**src/rtl/register_file_wb.sv**
```systemverilog
// Architectural integer register file for the RV32I pipeline.
// Write side driven by writeback, two bypassed combinational read ports for decode.
module register_file_wb #(
    parameter int XLEN = 32,
    parameter int NREG = 32
) (
    input  logic            clk,
    input  logic            rst,
    input  logic            RegWriteW,
    input  logic [4:0]      RdW,
    input  logic [XLEN-1:0] ResultW,
    input  logic [4:0]      Rs1D,
    input  logic [4:0]      Rs2D,
    output logic [XLEN-1:0] RD1D,
    output logic [XLEN-1:0] RD2D,
    output logic [31:0]     wb_count,
    output logic            wb_valid_q,
    output logic [4:0]      wb_rd_q
);

    logic [XLEN-1:0] regs_q [1:NREG-1];
    logic [31:0]     cnt_q;
    logic [31:0]     cnt_d;
    logic            commit;

    // A write to x0 is architecturally a no-op.
    assign commit = RegWriteW && (RdW != 5'd0);
    assign cnt_d  = cnt_q + 32'd1;
    assign wb_count = cnt_q;

    // Register array: reset wins over a write in the same cycle; x0 is never stored.
    always_ff @(posedge clk) begin
        for (int i = 1; i < NREG; i++) begin
            if (rst) begin
                regs_q[i] <= '0;
            end else if (commit && (RdW == 5'(i))) begin
                regs_q[i] <= ResultW;
            end
        end
    end

    // Commit counter and last-write debug flags.
    always_ff @(posedge clk) begin
        if (rst) begin
            cnt_q      <= '0;
            wb_valid_q <= 1'b0;
            wb_rd_q    <= '0;
        end else begin
            wb_valid_q <= commit;
            if (commit) begin
                cnt_q   <= cnt_d;
                wb_rd_q <= RdW;
            end
        end
    end

    // Read ports: x0 reads zero, a same-cycle commit to the index bypasses the array.
    always_comb begin
        RD1D = '0;
        RD2D = '0;
        for (int i = 1; i < NREG; i++) begin
            if (Rs1D == 5'(i)) begin
                RD1D = regs_q[i];
            end
            if (Rs2D == 5'(i)) begin
                RD2D = regs_q[i];
            end
        end
        if (commit && (RdW == Rs1D)) begin
            RD1D = ResultW;
        end
        if (commit && (RdW == Rs2D)) begin
            RD2D = ResultW;
        end
    end

endmodule
```
**config.mk**
```make
export PLATFORM = sky130hd
export DESIGN_NAME = register_file_wb
export DESIGN_NICKNAME = d
export VERILOG_FILES = /design/src/rtl/register_file_wb.sv
export SDC_FILE = /design/constraint.sdc
export NUM_CORES = 2
export LEC_CHECK = 0
export CAP_MARGIN = 15
export CELL_PAD_IN_SITES_DETAIL_PLACEMENT = 0
export CELL_PAD_IN_SITES_GLOBAL_PLACEMENT = 2
export CORE_MARGIN = 1
export CORE_UTILIZATION = 38
export CTS_CLUSTER_DIAMETER = 150
export CTS_CLUSTER_SIZE = 40
export DETAILED_ROUTE_END_ITERATION = 8
export PLACE_DENSITY = 0.87
export SYNTH_ARGS = -nofsm -noshare
export SYNTH_HDL_FRONTEND = slang
export SYNTH_SLANG_ARGS = --single-unit
```
**constraint.sdc**
```tcl
create_clock -name clk -period 3.45 [get_ports clk]
set_input_delay 0.69 -clock clk [delete_from_list [all_inputs] [get_ports clk]]
set_output_delay 0.69 -clock clk [all_outputs]
set_load 0.1 [all_outputs]
```
==> reports/metrics.cfg <==
[synthesis]
synth_edf_count=992
synth_compound_gate_area_share=0.197
synth_top_family_by_area=simple AND/OR/NAND/NOR gates
synth_cell_type_count=84
yosys_warnings=0
synth_area_sq_um=58400
ys.flop_type=edfxtp_1
yosys_register_bits=1030
synth_fa_ha_area_frac=0.000214
synth_cells=5712
synth-simple-area-share=0.206
yosysSeqAreaShare=0.523
synth-xor-area-share=0.00405
synth.avg_cell_area_sq_um=10.2
async_flop_share=0
synthMuxAreaShare=0.0262
synth_nets=5763

[job]
maxCapViolCount=0

[global_routing]
grt_overflow=0
grt_pass1_wl_um=393000
grt_pass1_vias=52200
grt_max_degree=45
grt_use_total=0.345
antenna_found_initial=7

[worst_setup_path]
worst-setup-path-type=input pin to output pin
path_cells=buf_6 -> or4_4 -> o211ai_1 -> buf_4 -> o21ai_4 -> buf_12 -> nor3_4 -> o211ai_1 -> nand3_2 -> buf_12
slowest_delay_ns=0.54
required_ns=2.76
end_kind=output pin
setup.worst_path.start_class=input pin
path_delay_family=simple AND/OR/NAND/NOR gates
path_buf_inv=4
crit_slowest_cell=or4_4
arrival_ns=3.27
cp_max_fo=8
rrSetupSlack_ns=0.83
r2r_start=wb_count[3]$_SDFFE_PP0P_
r2r-end=wb_count[19]$_SDFFE_PP0P_
reg2reg_depth=6

[clocking]
htree_levels=1
ctsLongestPathBuffers=3
clkSinkCount=1030
cts_root_buffer=clkbuf_16
numCtsBuffers=30
cts.clk_slew.worst_paths_ns=0.16
clk_latency_ns=0.75
cts_tree=yes

[floorplan]
die_h_um=394
start_util=0.383
die_w_um=394
die_area_sq_um=155000
rows=143
placeableCoreArea_sq_um=152000
io_pins=152

[place]
dp_hpwl_um=202000
io_buffers=151
place_congestion=1.01
place_area_sq_um=72000
dp_cells=8362

[timing]
post-route-period-util=1.15
max_freq_mhz=253
maxSlewViolCount=0
rsz0062_at_grt=yes
worst_pin_slew_ns=0.992
slew_headroom=0.337
setup_viol=64
fin_crit_ns=3.96
finalHoldViolCount=0
whs_ns=0.346
setup_slack_ns=-0.505
fin_skew_ns=0.0184

[run_status]
violations=setup timing
status=finished, violations left

[final_layout]
nets=6558
num-fill-cells=13400
stdcell_area_sq_um=78100
fin_cells=8549
multi_input_comb_area_sq_um=29400
synthToLayoutAreaGrowth_pct=33.8
layout-drive-gt1-share=0.300
seq_area_sq_um=30500

[worst_hold_path]
holdPathStages=4
holdCritStartpoint=RdW[0]
min_to=wb_rd_q[0]$_SDFFE_PP0P_
hp-class=input pin to flop

[drt]
drc_errors=0
wirelength_um=278000
num_vias=55100
drt-vias-per-instance=6.45
wire_per_inst_um=32.5
dr.pass1.iters=5
dr.first_iter.drc_count=8633
ant_nets=0

[power_and_ir_drop]
powerDensity_nw_per_um2=361
p_leak_nw=28.1
max-vdd-ir-drop_v=0.000476

-- cell type report --
cell class,count,share of cell area
sequential,1030,0.391
multi-input combinational,4046,0.376
timing repair buffer,1364,0.187
tap,2030,0.0325
clock buffer,38,0.0100
inverter,35,0.00187
clock inverter,5,0.000993
antenna,1,0.0000320
-- power by group --
| part | total, mW | switching, mW | internal (mW) | leakage (nW) |
|---|---|---|---|---|
| logic | 7.59 | 4.72 | 2.87 | 17.9 |
| registers | 14.9 | 0.502 | 14.4 | 9.76 |
| clock network | 5.70 | 4.04 | 1.65 | 0.405 |
-- per-stage QoR --
stage                     utilization  power [mW]  TNS [ns]  worst slack [ns]
after floorplan                     -        18.4     -6.79            -0.410
after global placement          0.473        21.9    -45.05             -1.46
after detailed placement        0.473        21.9    -45.01             -1.43
after CTS                       0.505        27.8    -17.48            -0.463
after global routing            0.513        28.6    -21.79            -0.465
final                           0.513        28.2    -21.39            -0.505
-- routing by layer --
layer	track usage	wire length (um)	vias up	part of all wire
met5	0	27	-	0.000097
met4	0.0910	8860	4	0.032
met3	0.0761	33500	494	0.12
met2	0.521	121000	3728	0.44
met1	0.497	114000	27800	0.41
li1	-	-	23100	-
-- state kept, by name (all words and copies together) (netlist names) --
signal	flops
wb_count	32
wb_valid_q	1
wb_rd_q	5
regs_q	992
-- worst min-delay path: cells and delay by family --
family / cells / cell delay [ns]
AND/OR/NAND/NOR: 1 / 0.07
buffers and inverters: 2 / 0.25
AO/OA/AOI/OAI: 1 / 0.06
-- cells in the final DEF (no fill, tap or decap), drive strengths merged, types with 48 or more instances in the layout --
cell / netlist / layout
edfxtp: 992 / 992
a21oi: 309 / 309
and3: 62 / 62
o221ai: 49 / 49
a22oi: 86 / 86
and2: 800 / 800
nor3: 342 / 342
o21ai: 407 / 407
nor2b: 48 / 48
nand3: 78 / 78
mux2i: 90 / 90
o22ai: 166 / 166
buf: 139 / 1304
o21a: 56 / 56
nor2: 350 / 351
nand2: 219 / 220
a221oi: 57 / 57
o211ai: 59 / 59
a21o: 51 / 51
-- worst max-delay path by stage --
stage / start / to / cells after the start
after floorplan: RdW[0] / RD1D[15] / 7
after global placement: RdW[1] / RD1D[5] / 10
after detailed placement: RdW[1] / RD1D[5] / 10
after CTS: Rs1D[2] / RD1D[5] / 13
after global routing: Rs1D[0] / RD1D[1] / 13
final: RdW[0] / RD1D[1] / 10
-- cell families (layout without fill, tap and decap cells) --
logic type / count (synthesis) / after routing
simple gates: 2178 / 2180
compound gates: 1709 / 1709
flops: 1030 / 1030
buf+inv: 638 / 1442
mux: 129 / 129
xor+xnor: 27 / 27
fa+ha+maj: 1 / 1
other cells: 0 / 1
-- repair_timing --
action                     4_1_cts  5_1_grt
setup endpoints to repair       64       64
cloned                          24        2
gates resized for setup        602      194
pin swaps                      178      122
buffers inserted               120       36
hold buffers                     0        0
-- synthesized netlist by cell type (24+ instances only) --
| master | count | area [sq um] |
|---|---|---|
| o2111ai_1 | 25 | 219 |
| a2111oi_0 | 25 | 219 |
| a2bb2oi_1 | 44 | 385 |
| nor2_1 | 348 | 1310 |
| o21bai_1 | 40 | 300 |
| a21o_1 | 51 | 383 |
| nand4_1 | 34 | 213 |
| dfxtp_1 | 38 | 761 |
| o21a_1 | 56 | 420 |
| a22o_1 | 24 | 210 |
| a21oi_1 | 309 | 1550 |
| a211oi_1 | 36 | 270 |
| a221o_1 | 24 | 240 |
| and3_1 | 62 | 388 |
| buf_1 | 40 | 150 |
| nand3_1 | 78 | 390 |
| o211ai_1 | 59 | 443 |
| buf_2 | 97 | 485 |
| a211o_1 | 34 | 298 |
| mux2i_1 | 90 | 901 |
| o221ai_1 | 49 | 429 |
| a221oi_1 | 56 | 490 |
| nand2_1 | 219 | 822 |
| inv_1 | 35 | 131 |
| a22oi_1 | 86 | 646 |
| nor3_1 | 340 | 1700 |
| o32ai_1 | 31 | 272 |
| clkbuf_1 | 464 | 1740 |
| edfxtp_1 | 992 | 29800 |
| nor2b_1 | 48 | 300 |
| nor3b_1 | 34 | 255 |
| nand3b_1 | 34 | 255 |
| and2_1 | 799 | 5000 |
| or3_1 | 41 | 257 |
| o21ai_0 | 403 | 2020 |
| o22ai_1 | 166 | 1040 |
No activity file was read; power rests on OpenSTA's default activity.
